`src/rtl/seg7_scan_reader.sv`:
```
// seg7_scan_reader: recovers the byte shown on a time-multiplexed two-digit
// 7-segment bus (active-low segments, active-high one-hot digit strobes).
// The bus is synchronized and each digit is captured once it has been stable
// for SETTLE_CYCLES. Captured patterns are decoded back to nibbles, and the
// assembled byte is published only after STABLE_SCANS identical scans.
//
// Optional build macro SEG7_SCAN_READER_ERRCNT_EN adds input err_clr and
// output err_count[7:0], a saturating count of err pulses.
//
// state     | meaning
// ----------+----------------------------------------------------------
// WAIT_HI   | waiting for the upper digit strobe (dig_sel == 2'b10)
// SETTLE_HI | upper digit selected, waiting for pattern to be stable
// WAIT_LO   | upper captured, waiting for lower strobe (dig_sel == 2'b01)
// SETTLE_LO | lower digit selected, waiting for pattern to be stable
// EVAL      | one cycle: decode both patterns and qualify the scan

module seg7_scan_reader #(
  parameter int unsigned SETTLE_CYCLES  = 4,
  parameter int unsigned STABLE_SCANS   = 2,
  parameter int unsigned TIMEOUT_CYCLES = 50000
) (
  input  logic       clk,
  input  logic       rst_n,
  input  logic [6:0] seg_in,
  input  logic [1:0] dig_sel,
  output logic [7:0] data,
  output logic       valid,
  output logic       blank,
  output logic       test,
  output logic       err,
  output logic       stale
`ifdef SEG7_SCAN_READER_ERRCNT_EN
  ,
  input  logic       err_clr,
  output logic [7:0] err_count
`endif
);

  localparam logic [7:0]  SETTLE_LOAD = 8'(SETTLE_CYCLES - 1);
  localparam logic [3:0]  STABLE_L    = 4'(STABLE_SCANS);
  localparam logic [20:0] TMO_L       = 21'(TIMEOUT_CYCLES);
  localparam logic [6:0]  PAT_DARK    = 7'h7F;

  typedef enum logic [2:0] {
    WAIT_HI,
    SETTLE_HI,
    WAIT_LO,
    SETTLE_LO,
    EVAL
  } state_e;

  // Returns {decodable, dark, nibble}; a dark digit reads as nibble 0.
  function automatic logic [5:0] decode(input logic [6:0] p);
    logic [5:0] r;
    case (p)
      7'h40:   r = {2'b10, 4'h0};
      7'h79:   r = {2'b10, 4'h1};
      7'h24:   r = {2'b10, 4'h2};
      7'h30:   r = {2'b10, 4'h3};
      7'h19:   r = {2'b10, 4'h4};
      7'h12:   r = {2'b10, 4'h5};
      7'h02:   r = {2'b10, 4'h6};
      7'h78:   r = {2'b10, 4'h7};
      7'h00:   r = {2'b10, 4'h8};
      7'h10:   r = {2'b10, 4'h9};
      7'h08:   r = {2'b10, 4'hA};
      7'h03:   r = {2'b10, 4'hB};
      7'h46:   r = {2'b10, 4'hC};
      7'h21:   r = {2'b10, 4'hD};
      7'h06:   r = {2'b10, 4'hE};
      7'h0E:   r = {2'b10, 4'hF};
      7'h7F:   r = {2'b11, 4'h0};
      default: r = {2'b00, 4'h0};
    endcase
    return r;
  endfunction

  logic [6:0]  seg_s1_q, seg_s2_q, seg_prev_q;
  logic [1:0]  dig_s1_q, dig_s2_q, dig_prev_q;
  state_e      state_q, state_d;
  logic [7:0]  settle_q, settle_d;
  logic [6:0]  hi_pat_q, hi_pat_d, lo_pat_q, lo_pat_d;
  logic        latch;
  logic [20:0] tmo_q, tmo_d;
  logic        tmo_hit;
  logic [8:0]  prev_tok_q, prev_tok_d;
  logic [3:0]  match_q, match_d;
  logic [7:0]  data_q, data_d;
  logic        valid_q, valid_d;
  logic        blank_q, blank_d;
  logic        test_q, test_d;
  logic        err_q, err_d;
  logic        stale_q, stale_d;
  logic        changed;

  // Two-flop synchronizers plus a one-cycle history for change detection.
  always_ff @(posedge clk or negedge rst_n) begin
    if (!rst_n) begin
      seg_s1_q   <= PAT_DARK;
      seg_s2_q   <= PAT_DARK;
      seg_prev_q <= PAT_DARK;
      dig_s1_q   <= 2'b00;
      dig_s2_q   <= 2'b00;
      dig_prev_q <= 2'b00;
    end else begin
      seg_s1_q   <= seg_in;
      seg_s2_q   <= seg_s1_q;
      seg_prev_q <= seg_s2_q;
      dig_s1_q   <= dig_sel;
      dig_s2_q   <= dig_s1_q;
      dig_prev_q <= dig_s2_q;
    end
  end

  assign changed = (seg_s2_q != seg_prev_q) || (dig_s2_q != dig_prev_q);

  // Capture FSM: settle timer is a down-counter that captures at zero.
  always_comb begin
    state_d  = state_q;
    settle_d = settle_q;
    hi_pat_d = hi_pat_q;
    lo_pat_d = lo_pat_q;
    latch    = 1'b0;
    case (state_q)
      WAIT_HI: begin
        if (dig_s2_q == 2'b10) begin
          state_d  = SETTLE_HI;
          settle_d = SETTLE_LOAD;
        end
      end
      SETTLE_HI: begin
        if (dig_s2_q != 2'b10) begin
          state_d = WAIT_HI;
        end else if (changed) begin
          settle_d = SETTLE_LOAD;
        end else if (settle_q == 8'd0) begin
          hi_pat_d = seg_s2_q;
          latch    = 1'b1;
          state_d  = WAIT_LO;
        end else begin
          settle_d = settle_q - 8'd1;
        end
      end
      WAIT_LO: begin
        if (dig_s2_q == 2'b11) begin
          state_d = WAIT_HI;
        end else if (dig_s2_q == 2'b01) begin
          state_d  = SETTLE_LO;
          settle_d = SETTLE_LOAD;
        end
      end
      SETTLE_LO: begin
        if (dig_s2_q == 2'b11) begin
          state_d = WAIT_HI;
        end else if (dig_s2_q != 2'b01) begin
          state_d = WAIT_LO;
        end else if (changed) begin
          settle_d = SETTLE_LOAD;
        end else if (settle_q == 8'd0) begin
          lo_pat_d = seg_s2_q;
          latch    = 1'b1;
          state_d  = EVAL;
        end else begin
          settle_d = settle_q - 8'd1;
        end
      end
      EVAL: begin
        state_d = WAIT_HI;
      end
      default: begin
        state_d = WAIT_HI;
      end
    endcase
    // A bus that has gone quiet abandons any half-finished scan.
    if (tmo_hit && !latch) begin
      state_d = WAIT_HI;
    end
  end

  // Saturating timeout counter; stale rises once when it reaches the limit.
  always_comb begin
    tmo_d   = tmo_q;
    tmo_hit = 1'b0;
    stale_d = stale_q;
    if (latch) begin
      tmo_d   = 21'd0;
      stale_d = 1'b0;
    end else if (tmo_q != TMO_L) begin
      tmo_d = tmo_q + 21'd1;
      if (tmo_d == TMO_L) begin
        tmo_hit = 1'b1;
        stale_d = 1'b1;
      end
    end
  end

  // Scan evaluation and qualification; token bit 8 marks a fully dark scan.
  always_comb begin
    logic [5:0] hi_dec, lo_dec;
    logic       both_ok, both_dark, same, publish;
    logic [8:0] tok;
    logic [3:0] match_inc;
    hi_dec     = decode(hi_pat_q);
    lo_dec     = decode(lo_pat_q);
    both_ok    = hi_dec[5] && lo_dec[5];
    both_dark  = hi_dec[4] && lo_dec[4];
    tok        = {both_dark, hi_dec[3:0], lo_dec[3:0]};
    same       = (tok == prev_tok_q);
    match_inc  = same ? ((match_q == 4'hF) ? 4'hF : match_q + 4'd1) : 4'd1;
    publish    = (match_inc == STABLE_L) && !(same && (match_q == STABLE_L));
    match_d    = match_q;
    prev_tok_d = prev_tok_q;
    data_d     = data_q;
    blank_d    = blank_q;
    test_d     = test_q;
    valid_d    = 1'b0;
    err_d      = 1'b0;
    if (state_q == EVAL) begin
      if (!both_ok) begin
        err_d   = 1'b1;
        match_d = 4'd0;
      end else begin
        match_d    = match_inc;
        prev_tok_d = tok;
        if (publish) begin
          if (both_dark) begin
            blank_d = 1'b1;
            test_d  = 1'b0;
          end else begin
            data_d  = tok[7:0];
            valid_d = 1'b1;
            blank_d = 1'b0;
            test_d  = (tok[7:0] == 8'h88) && (hi_pat_q == 7'h00) && (lo_pat_q == 7'h00);
          end
        end
      end
    end
  end

  // State, capture, qualification and output registers.
  always_ff @(posedge clk or negedge rst_n) begin
    if (!rst_n) begin
      state_q    <= WAIT_HI;
      settle_q   <= 8'd0;
      hi_pat_q   <= 7'd0;
      lo_pat_q   <= 7'd0;
      tmo_q      <= 21'd0;
      prev_tok_q <= 9'd0;
      match_q    <= 4'd0;
      data_q     <= 8'h00;
      valid_q    <= 1'b0;
      blank_q    <= 1'b0;
      test_q     <= 1'b0;
      err_q      <= 1'b0;
      stale_q    <= 1'b0;
    end else begin
      state_q    <= state_d;
      settle_q   <= settle_d;
      hi_pat_q   <= hi_pat_d;
      lo_pat_q   <= lo_pat_d;
      tmo_q      <= tmo_d;
      prev_tok_q <= prev_tok_d;
      match_q    <= match_d;
      data_q     <= data_d;
      valid_q    <= valid_d;
      blank_q    <= blank_d;
      test_q     <= test_d;
      err_q      <= err_d;
      stale_q    <= stale_d;
    end
  end

`ifdef SEG7_SCAN_READER_ERRCNT_EN
  logic [7:0] err_cnt_q, err_cnt_d;

  // Error counter tracks err_d so it updates on the same edge as err.
  always_comb begin
    err_cnt_d = err_cnt_q;
    if (err_clr) begin
      err_cnt_d = err_d ? 8'd1 : 8'd0;
    end else if (err_d && (err_cnt_q != 8'hFF)) begin
      err_cnt_d = err_cnt_q + 8'd1;
    end
  end

  // Error counter register.
  always_ff @(posedge clk or negedge rst_n) begin
    if (!rst_n) begin
      err_cnt_q <= 8'd0;
    end else begin
      err_cnt_q <= err_cnt_d;
    end
  end

  assign err_count = err_cnt_q;
`endif

  assign data  = data_q;
  assign valid = valid_q;
  assign blank = blank_q;
  assign test  = test_q;
  assign err   = err_q;
  assign stale = stale_q;

endmodule
```
`config.mk`:
```
export PLATFORM = sky130hd
export DESIGN_NAME = seg7_scan_reader
export DESIGN_NICKNAME = d
export VERILOG_FILES = /design/src/rtl/seg7_scan_reader.sv
export SDC_FILE = /design/constraint.sdc
export NUM_CORES = 1
export LEC_CHECK = 0
export CAP_MARGIN = 5
export CELL_PAD_IN_SITES_DETAIL_PLACEMENT = 1
export CELL_PAD_IN_SITES_GLOBAL_PLACEMENT = 1
export CORE_ASPECT_RATIO = 1.75
export CORE_UTILIZATION = 45
export CTS_BUF_LIST = sky130_fd_sc_hd__clkbuf_4 sky130_fd_sc_hd__clkbuf_8
export CTS_CLUSTER_SIZE = 10
export DETAILED_ROUTE_END_ITERATION = 12
export GPL_TIMING_DRIVEN = 0
export PLACE_DENSITY_LB_ADDON = 0.1
export SLEW_MARGIN = 20
export SYNTH_ARGS = -nofsm -noshare
export SYNTH_HDL_FRONTEND = slang
export SYNTH_SLANG_ARGS = --single-unit
export TNS_END_PERCENT = 5
```
`constraint.sdc`:
```
create_clock -name clk -period 2.82 [get_ports clk]
set_clock_uncertainty 0.1 [all_clocks]
set_input_delay 0.282 -clock clk [delete_from_list [all_inputs] [get_ports clk]]
set_output_delay 0.282 -clock clk [all_outputs]
set_load 0.03 [all_outputs]
```
After elaboration in Yosys (flattened, before gate mapping)
Cells that the tools add are included.

$add $sub $neg: 3. Eq/ne operators: 62. Muxes and demuxes: 48. Bitwise gates (word level): 5. Reductions and logical operators: 25.

Operators with widths (number): 6-bit case mux with 17 select lines (2); 7-bit == test, second input constant (10); 8-bit 2-to-1 mux (8); 7-bit by 5-bit == test with 1-bit output, second input constant (6); 7-bit by 6-bit == test with 1-bit output, second input constant (6); 21-bit 2-to-1 mux (2); 3-bit 2-to-1 mux (11); 8-bit case mux with 4 select lines (1); 7-bit by 2-bit == test with 1-bit output, second input constant (4); 7-bit by 4-bit == test with 1-bit output, second input constant (4); 21-bit by 1-bit adder with 21-bit output, second input constant (1); 21-bit by 16-bit == test with 1-bit output, second input constant (1); 21-bit by 16-bit inequality test with 1-bit output, second input constant (1); 1-bit 2-to-1 mux (19); 7-bit by 3-bit == test with 1-bit output, second input constant (2); 7-bit zero test (2); 2-bit inequality test, second input constant (7); 4-bit 2-to-1 mux (3); 4-bit inequality test, second input constant (3); 3-bit case mux with 4 select lines (1); 5-bit inequality test, second input constant (2); 9-bit == test (1); 4-bit by 2-bit == test with 1-bit output, second input constant (2); 8-bit == test, second input constant (1); 27 further kinds (43).

Register bits after elaboration: 99. Bits of input ports: 11. Output and inout bits: 13. Logic and storage cells: 162.

Longest topological paths before layout
Gate-level depths: netlist (run 1).

Word-level depth: 10. Mapped depth: 11. Gate-level depth less buffers: 10.

Worst setup path before layout (run 1)
Ideal clock, no wire load.

Path kind: reg-to-reg. From: register lo_pat_q[2]. To: register data_q[0], in the netlist data[0]. Library setup time: 0.125 ns. Arrival time: 2.725 ns. Required time: 2.595 ns. Setup slack: -0.130 ns. Stages on the path, launching flop included: 8. Buffers on the path: 0. Period minus slack after synthesis: 2.950 ns. Path through: dfrtp_1 or4b_1 a2111oi_2 a211o_1 xnor2_1 nand4_1 nor4_4 mux2_2.

Cells in the longest elaborated chain, start to end: 8. Elaborated cells between the ends (all ways): 28. Those cells by class: eq/ne: 18; mux: 2; bitwise: 1; reduce/logical: 7.

RTL lines: from (decl) (RTL line 83) `logic [6:0] hi_pat_q, hi_pat_d, lo_pat_q, lo_pat_d;`; from (signal assigned) (RTL line 261) `lo_pat_q <= lo_pat_d;`; 7-bit == test (tied with other cells) (RTL line 56) `case (p)`; 6-bit case mux with 17 select lines (*) (RTL line 56); 1-bit logical AND (RTL line 207) `both_dark = hi_dec[4] && lo_dec[4];`; 9-bit == test (RTL line 209) `same = (tok == prev_tok_q);`; 4-bit 2-to-1 mux / 1-bit logical AND (equally long branches) (RTL line 210, 211); 4-bit by 2-bit == test with 1-bit output / 1-bit zero test (equally long branches) (RTL line 211) `publish = (match_inc == STABLE_L) && !(same && (match_q == STABLE_L));`; 1-bit logical AND (RTL line 211); 4-bit AND reduction (no line); to (signal assigned) (RTL line 265) `data_q <= data_d;`; to (decl) (RTL line 89) `logic [7:0] data_q, data_d;`.

Every way passes the cells marked *; elsewhere a longest branch is shown, timed or not. A chain may end at the register's enable or synchronous reset.

Worst setup path in the final report (run 1)
From: register lo_pat_q[2]. To: register data_q[3], in the netlist data[3].

Same word-level chain as after synthesis.

==> qor_table.md, run 1 <==
| Item | Reported |
|---|---|
| Starting DRT DRC Count | 159 |
| Clock transition at the registers of the reported paths | 0.10 ns |
| Class of the tightest hold or removal check | in -> reg |
| Share of the synthesized area in the top cell type | 38.0% |
| Count of warnings emitted by yosys | 0 |
| Achievable frequency | 344 MHz |
| Initial core utilization | 46.3% |
| Final number of setup-violating endpoints | 13 |
| Clock Latency Late Sink | 0.39 ns |
| WP data required | 2.99 ns |
| Critical Path Fanout Max | 7 |
| Nature of the critical path endpoint | flop |
| Detailed placer's ending HPWL | 9.17 mm |
| Die Wd | 82.8 µm |
| Synthesized flop and latch total | 99 |
| Post-route minimum period | 2.91 ns |
| Vertical die dimension | 143 µm |
| Cell with the most instances after synthesis | dfrtp_1 |
| Maximum number of pins on one net before global-route repair | 71 |
| Via count of the first global-routing pass | 4,239 |
| Crit path arrival time | 3.07 ns |
| Number of H-tree levels | 3 |
| Top cell type by total area after synthesis | dfrtp_1 |
| Worst supply voltage drop on vdd | 0.481 mV |
| Commonest cells in the synthesized netlist | dfrtp_1, nor2_1, nand2_1, xnor2_1, mux2_2 |
| Setup CP Type | reg -> reg |
| DRT Pass-1 Iters | 4 |
| Total CTS buffers | 9 |
| Post-route cell area | 6150 µm² |
| Violations in the final reports | negative setup slack |
| Per-cell via count in the routed design | 5.78 |
| Number of nets in the layout | 574 |
| Number of antenna violations at the first check in global routing | 0 |
| Post-place instance area | 5580 µm² |
| Relative area change from synthesis to final layout | 19.7% |
| Post-Synthesis Cell Area | 5140 µm² |
| Core Rows | 51 |
| Kind of start point of the critical path | flop |
| Placer congestion estimate | 0.872 |
| Overall track demand over capacity in global routing | 23.7% |
| Leakage Power | 2.68 nW |
| Routed length per instance | 18.8 µm |
| Async SR Flop Fraction | 100% |
| DIE AREA | 11,900 µm² |
| Cell count after synthesis | 507 |
| Reg2reg setup slack | -0.09 ns |
| Number of remaining DRC errors | 0 |
| Count of input and output buffers | 23 |
| Number of standard cells in the layout, taps in and fillers out | 694 |
| RSZ-0062 raised after global routing | yes |
| Least-Margin Pin Slew | 0.834 ns |
| IO Pins | 24 |
| Placed cell count | 663 |
| Share of final-layout standard cells stronger than drive strength 1 | 24.7% |
| Power per cell area | 436 nW/µm² |
| Overall routed net length | 13.0 mm |
| Run status | complete, but fails checks |
| Average cell area after synthesis | 10.1 µm² |
| Top FF cell, synth | dfrtp_1 |
| Post-synthesis sequential area ratio | 48.7% |
| Top cells by area in the synthesized netlist | dfrtp_1, dfstp_2, mux2_2 |
| Max stage delay on crit path | 0.55 ns |
| Maxcap violations | 0 |
| TritonCTS clock tree | done |
| CP max-delay cell | or4b_4 |
| Max-slew violation count | 0 |
| Slew headroom | 44.3% |
| Cell Chain, Critical Path | or4b_4, a2111oi_4, a211o_1, xnor2_1, nand4_1, nor4_4, buf_6, mux2_4 |
| Antenna-violating nets left | 0 |
| Core region area | 11,100 µm² |
| Aggregate global routing overflow | 0 |
| First-pass GRT wire length | 20.9 mm |
| CTS Root Buffer Type | clkbuf_8 |
| Total number of clock tree sinks | 99 |
| Maximum buffer depth of the clock tree | 2 |
| Netlist cell types | 64 |
| Final setup margin | -0.0858 ns |
| Routed vias | 4,008 |
| Antenna diode count | 0 |
| Fin Setup TNS | -0.762 ns |
| Final cycle utilization of the critical path | 103% |
| Tot Pwr | 2.68 mW |
| Number of endpoints with negative hold slack in the final report | 0 |
| Number of enable-type register cells in the synthesized netlist | 0 |
| Number of nets produced by synthesis | 524 |
==> stage by stage <==
stage          util [%]  hold slack (ns)  worst slack [ns]
3_3_place_gp       50.0            0.235             -2.25
3_5_place_dp       50.2           0.0873            -0.858
4_1_cts            53.7            0.186            -0.194
6_report           55.4            0.199           -0.0858
5_1_grt            55.4            0.175            -0.175
2_1_floorplan         -           -0.114            -0.108
==> cell families (layout without fill, tap and decap cells) <==
group	count (synthesis)	after routing	share of synthesized area, %
compound gates	66	66	8.72
xor+xnor	44	44	7.50
fa+ha+maj	6	6	1.46
buf+inv	40	95	3.19
flops	99	99	48.7
mux	32	32	6.96
simple gates	220	220	23.4
==> cells in the final DEF (no fill, tap or decap), types with 17 or more instances in the layout <==
cell type,instances
dfrtp_1,74
nor2_1,51
nand2_1,31
xnor2_1,31
nand3_1,23
nor3_1,22
mux2_2,22
clkdlybuf4s50_1,22
dfstp_2,21
inv_1,18
o21ai_0,17
==> critical path: cells and delay by family, from the launching register on <==
kind	cells	cell delay, ns
XOR/XNOR	1	0.14
flip-flops	1	0.44
multiplexers	1	0.31
AND/OR/NAND/NOR	3	1.00
buffers and inverters	1	0.20
AO/OA/AOI/OAI	2	0.58
==> routing by layer <==
layer | share of wire (%) | vias to the layer above | global-route usage, % | routed length (µm)
met5 | 0 | - | 0 | 0
met4 | 1.7 | 0 | 8.35 | 226
met3 | 1.6 | 17 | 4.00 | 210
met2 | 58 | 42 | 45.1 | 7580
met1 | 38 | 2040 | 25.2 | 5010
li1 | - | 1909 | - | -
==> final cells by class <==
class | instances | area (µm²)
plain buffers | 19 | 108
clock buffers | 10 | 138
clock inverters | 6 | 78.8
fillers | 1218 | 4950
inverters | 18 | 67.6
multi-input cells | 368 | 2670
flip-flops and latches | 99 | 2510
well taps | 132 | 165
repair buffers | 42 | 420
==> where the power goes <==
| part | internal [mW] | switching [mW] | total (mW) | leakage [nW] |
|---|---|---|---|---|
| Clock | 0.455 | 0.547 | 1.00 | 0.111 |
| Combinational | 0.0637 | 0.0817 | 0.145 | 1.30 |
| Sequential | 1.48 | 0.0561 | 1.54 | 1.27 |
==> worst paths after layout <==
path                                  to  depth (start not counted)        start
min in group asynchronous        data[4]                          2        rst_n
min                          seg_s1_q[1]                          1    seg_in[1]
max                              data[3]                          8  lo_pat_q[2]
min reg2reg                  seg_s2_q[4]                          0  seg_s1_q[4]
max reg2reg                      data[3]                          8  lo_pat_q[2]
max in group asynchronous  seg_prev_q[6]                          3        rst_n
==> registers in the layout, indices dropped and copies added, names as in the netlist, 2 cells and up <==
| name | cells |
|---|---|
| tmo_q | 21 |
| prev_tok_q | 9 |
| data | 8 |
| settle_q | 8 |
| hi_pat_q | 7 |
| lo_pat_q | 7 |
| seg_prev_q | 7 |
| seg_s1_q | 7 |
| seg_s2_q | 7 |
| match_q | 4 |
| state_q | 3 |
| dig_prev_q | 2 |
| dig_s1_q | 2 |
| dig_s2_q | 2 |
==> what timing repair did <==
item / 4_1_cts / 5_1_grt
pin swaps: 8 / 10
gates resized for setup: 25 / 37
hold buffers: 1 / 0
buffers inserted: 9 / 8
endpoints found under the hold margin: 29 / 0
endpoints found under the setup margin: 34 / 51
No activity file was read; power rests on OpenSTA's default activity.
==> run 2: changes to the inputs <==
--- a/config.mk
+++ b/config.mk
@@ -14,5 +14,5 @@
 export CTS_CLUSTER_SIZE = 10
 export DETAILED_ROUTE_END_ITERATION = 12
-export GPL_TIMING_DRIVEN = 0
+export GPL_TIMING_DRIVEN = 1
 export PLACE_DENSITY_LB_ADDON = 0.1
 export SLEW_MARGIN = 20
==> constraint.sdc (replaced) <==
create_clock -name clk -period 2.82 [get_ports clk]
set_clock_uncertainty 0.1 [all_clocks]
set_input_delay 0.423 -clock clk [delete_from_list [all_inputs] [get_ports clk]]
set_output_delay 0.423 -clock clk [all_outputs]
set_load 0.03 [all_outputs]
==> qor_table.md, run 2 (synthesized netlist as in run 1, its figures left out) <==
| Item | Reported | Change |
|---|---|---|
| Most frequent CP cell | buf_4 |  |
| Total number of clock tree sinks | 99 | unchanged |
| CP max-delay cell | or4_4 | was or4b_4 |
| Run status | complete, but fails checks | unchanged |
| Nature of the critical path endpoint | flop | unchanged |
| Placer congestion estimate | 0.862 | was 0.872 |
| Detailed placer's ending HPWL | 9.78 mm | was 9.17 mm |
| Most common cell after layout, fill and taps aside | dfrtp_1 | unchanged |
| Core Rows | 51 | unchanged |
| Antenna diode count | 0 | unchanged |
| Initial core utilization | 46.3% | unchanged |
| Post-route cell area | 6310 µm² | was 6150 µm² |
| Per-cell via count in the routed design | 5.67 | was 5.78 |
| Number of H-tree levels | 3 | unchanged |
| Worst supply voltage drop on vdd | 0.397 mV | was 0.481 mV |
| DRT Pass-1 Iters | 4 | unchanged |
| Final cycle utilization of the critical path | 108% | was 103% |
| Largest delay share family, worst path | simple AND/OR/NAND/NOR gates | unchanged |
| Share of final-layout standard cells stronger than drive strength 1 | 26.4% | was 24.7% |
| Critical Path Fanout Max | 7 | unchanged |
| Number of antenna violations at the first check in global routing | 0 | unchanged |
| Kind of start point of the critical path | flop | unchanged |
| TritonCTS clock tree | done | unchanged |
| Worst path buffer plus inverter count | 3 | was 1 |
| Aggregate global routing overflow | 0 | unchanged |
| CTS Root Buffer Type | clkbuf_8 | unchanged |
| Via count of the first global-routing pass | 4,340 | was 4,239 |
| Final setup margin | -0.221 ns | was -0.0858 ns |
| RSZ-0062 raised after global routing | yes | unchanged |
| WP data required | 2.99 ns | about the same |
| Number of endpoints with negative hold slack in the final report | 0 | unchanged |
| Leading registers by flop count | tmo_q: 21 flops, prev_tok_q: 9 flops | unchanged |
| Core region area | 11,100 µm² | unchanged |
| Fill count | 1,228 | was 1,218 |
| First-pass GRT wire length | 21.1 mm | was 20.9 mm |
| Class of the tightest hold or removal check | reg -> reg | was in -> reg |
| Cell Chain, Critical Path | or4_4, nor3_4, a311oi_2, o21ai_1, buf_4, xnor2_2, nand4_1, buf_4, nor4_4, buf_6, mux2_4 | was or4b_4, a2111oi_4, a211o_1, xnor2_1, nand4_1, nor4_4, buf_6, mux2_4 |
| Register with the most flip-flops | tmo_q | unchanged |
| Slew headroom | 35.8% | was 44.3% |
| Tot Pwr | 2.66 mW | was 2.68 mW |
| Overall routed net length | 13.3 mm | was 13.0 mm |
| Number of remaining DRC errors | 0 | unchanged |
| Clock transition at the registers of the reported paths | 0.10 ns | about the same |
| Most frequent cells in the layout | dfrtp_1, buf_4, nor2_1, nand2_1, xnor2_1 | was dfrtp_1, nor2_1, nand2_1, xnor2_1, nand3_1 |
| IO Pins | 24 | unchanged |
| Met2 GRT Util | 45.7% | was 45.1% |
| Max stage delay on crit path | 0.54 ns | was 0.55 ns |
| Count of input and output buffers | 23 | unchanged |
| Post-route minimum period | 3.04 ns | was 2.91 ns |
| Routed length per instance | 18.5 µm | was 18.8 µm |
| Setup CP Type | reg -> reg | unchanged |
| Least-Margin Pin Slew | 0.961 ns | was 0.834 ns |
| Met1 usage in global routing | 24.4% | was 25.2% |
| Global routing met3 resource utilization | 3.81% | was 4.00% |
| Peak-usage layer in the global routing report | met2 | unchanged |
| Relative area change from synthesis to final layout | 22.7% | was 19.7% |
| Violations in the final reports | negative setup slack | unchanged |
| Die Wd | 82.8 µm | unchanged |
| Maxcap violations | 0 | unchanged |
| Final Util | 56.8% | was 55.4% |
| Overall track demand over capacity in global routing | 23.9% | was 23.7% |
| Final number of setup-violating endpoints | 12 | was 13 |
| Total CTS buffers | 9 | unchanged |
| Achievable frequency | 329 MHz | was 344 MHz |
| Maximum buffer depth of the clock tree | 2 | unchanged |
| Routed vias | 4,060 | was 4,008 |
| Maximum number of pins on one net before global-route repair | 47 | was 71 |
| Clock Latency Late Sink | 0.38 ns | was 0.39 ns |
| Antenna-violating nets left | 0 | unchanged |
| Number of nets in the layout | 596 | was 574 |
| Leakage Power | 2.79 nW | was 2.68 nW |
| Vertical die dimension | 143 µm | unchanged |
| Crit path arrival time | 3.21 ns | was 3.07 ns |
| Power per cell area | 422 nW/µm² | was 436 nW/µm² |
| Max reg flops | 21 | unchanged |
| Post-place instance area | 5840 µm² | was 5580 µm² |
| DIE AREA | 11,900 µm² | unchanged |
| Starting DRT DRC Count | 161 | was 159 |
| Max-slew violation count | 0 | unchanged |
run 2: through the flow:
stage,TNS [ns],worst slack [ns],instances,hold slack (ns)
after floorplan,-0.842,-0.108,507,0.0274
after global placement,-1.10,-0.125,688,0.228
after detailed placement,-2.37,-0.230,688,0.234
after CTS,-0.938,-0.134,709,0.257
after global routing,-3.23,-0.315,716,0.257
final,-1.93,-0.221,716,0.256
run 2: timing repair:
action	4_1_cts	5_1_grt
hold endpoints to repair	18	0
setup buffers	4	7
gates resized for setup	16	21
pin swaps	6	6
hold buffers	1	0
endpoints found under the setup margin	13	35
run 2: final timing paths:
check,from,to,slack (ns),depth (start not counted)
hold reg to reg,dig_s1_q[1],dig_s2_q[1],0.26,0
min in group asynchronous,rst_n,lo_pat_q[1],0.37,2
setup reg to reg,lo_pat_q[6],data[2],-0.22,11
hold / removal,dig_s1_q[1],dig_s2_q[1],0.26,0
max in group asynchronous,rst_n,lo_pat_q[6],1.48,3
setup / recovery,lo_pat_q[6],data[2],-0.22,11
run 2: worst reg2reg max path: cells and delay by family (launching register included):
| family | cells | cell delay, ns |
|---|---|---|
| simple gates | 4 | 1.23 |
| flops | 1 | 0.45 |
| xor+xnor | 1 | 0.11 |
| buf+inv | 3 | 0.54 |
| compound gates | 2 | 0.18 |
| mux | 1 | 0.32 |
run 2: cell type report:
cell class	instances	area, µm²	area share [%]
multi-input combinational	368	2640	41.8
tap	132	165	2.62
inverter	18	67.6	1.07
timing repair buffer	83	718	11.4
sequential	99	2500	39.7
clock buffer	10	138	2.18
clock inverter	6	76.3	1.21
run 2: power breakdown:
group	total [mW]	switching (mW)	leakage [nW]	internal (mW)
registers	1.53	0.0533	1.27	1.48
clock network	0.983	0.531	0.110	0.452
logic	0.145	0.0803	1.41	0.0643
total	2.66	0.665	2.79	2.00
run 2: metal layers:
layer  share of wire (%)  wire (µm)
met4                 3.3        435
met2                  57       7580
met3                 1.7        228
met5                   0          0
met1                  38       5020
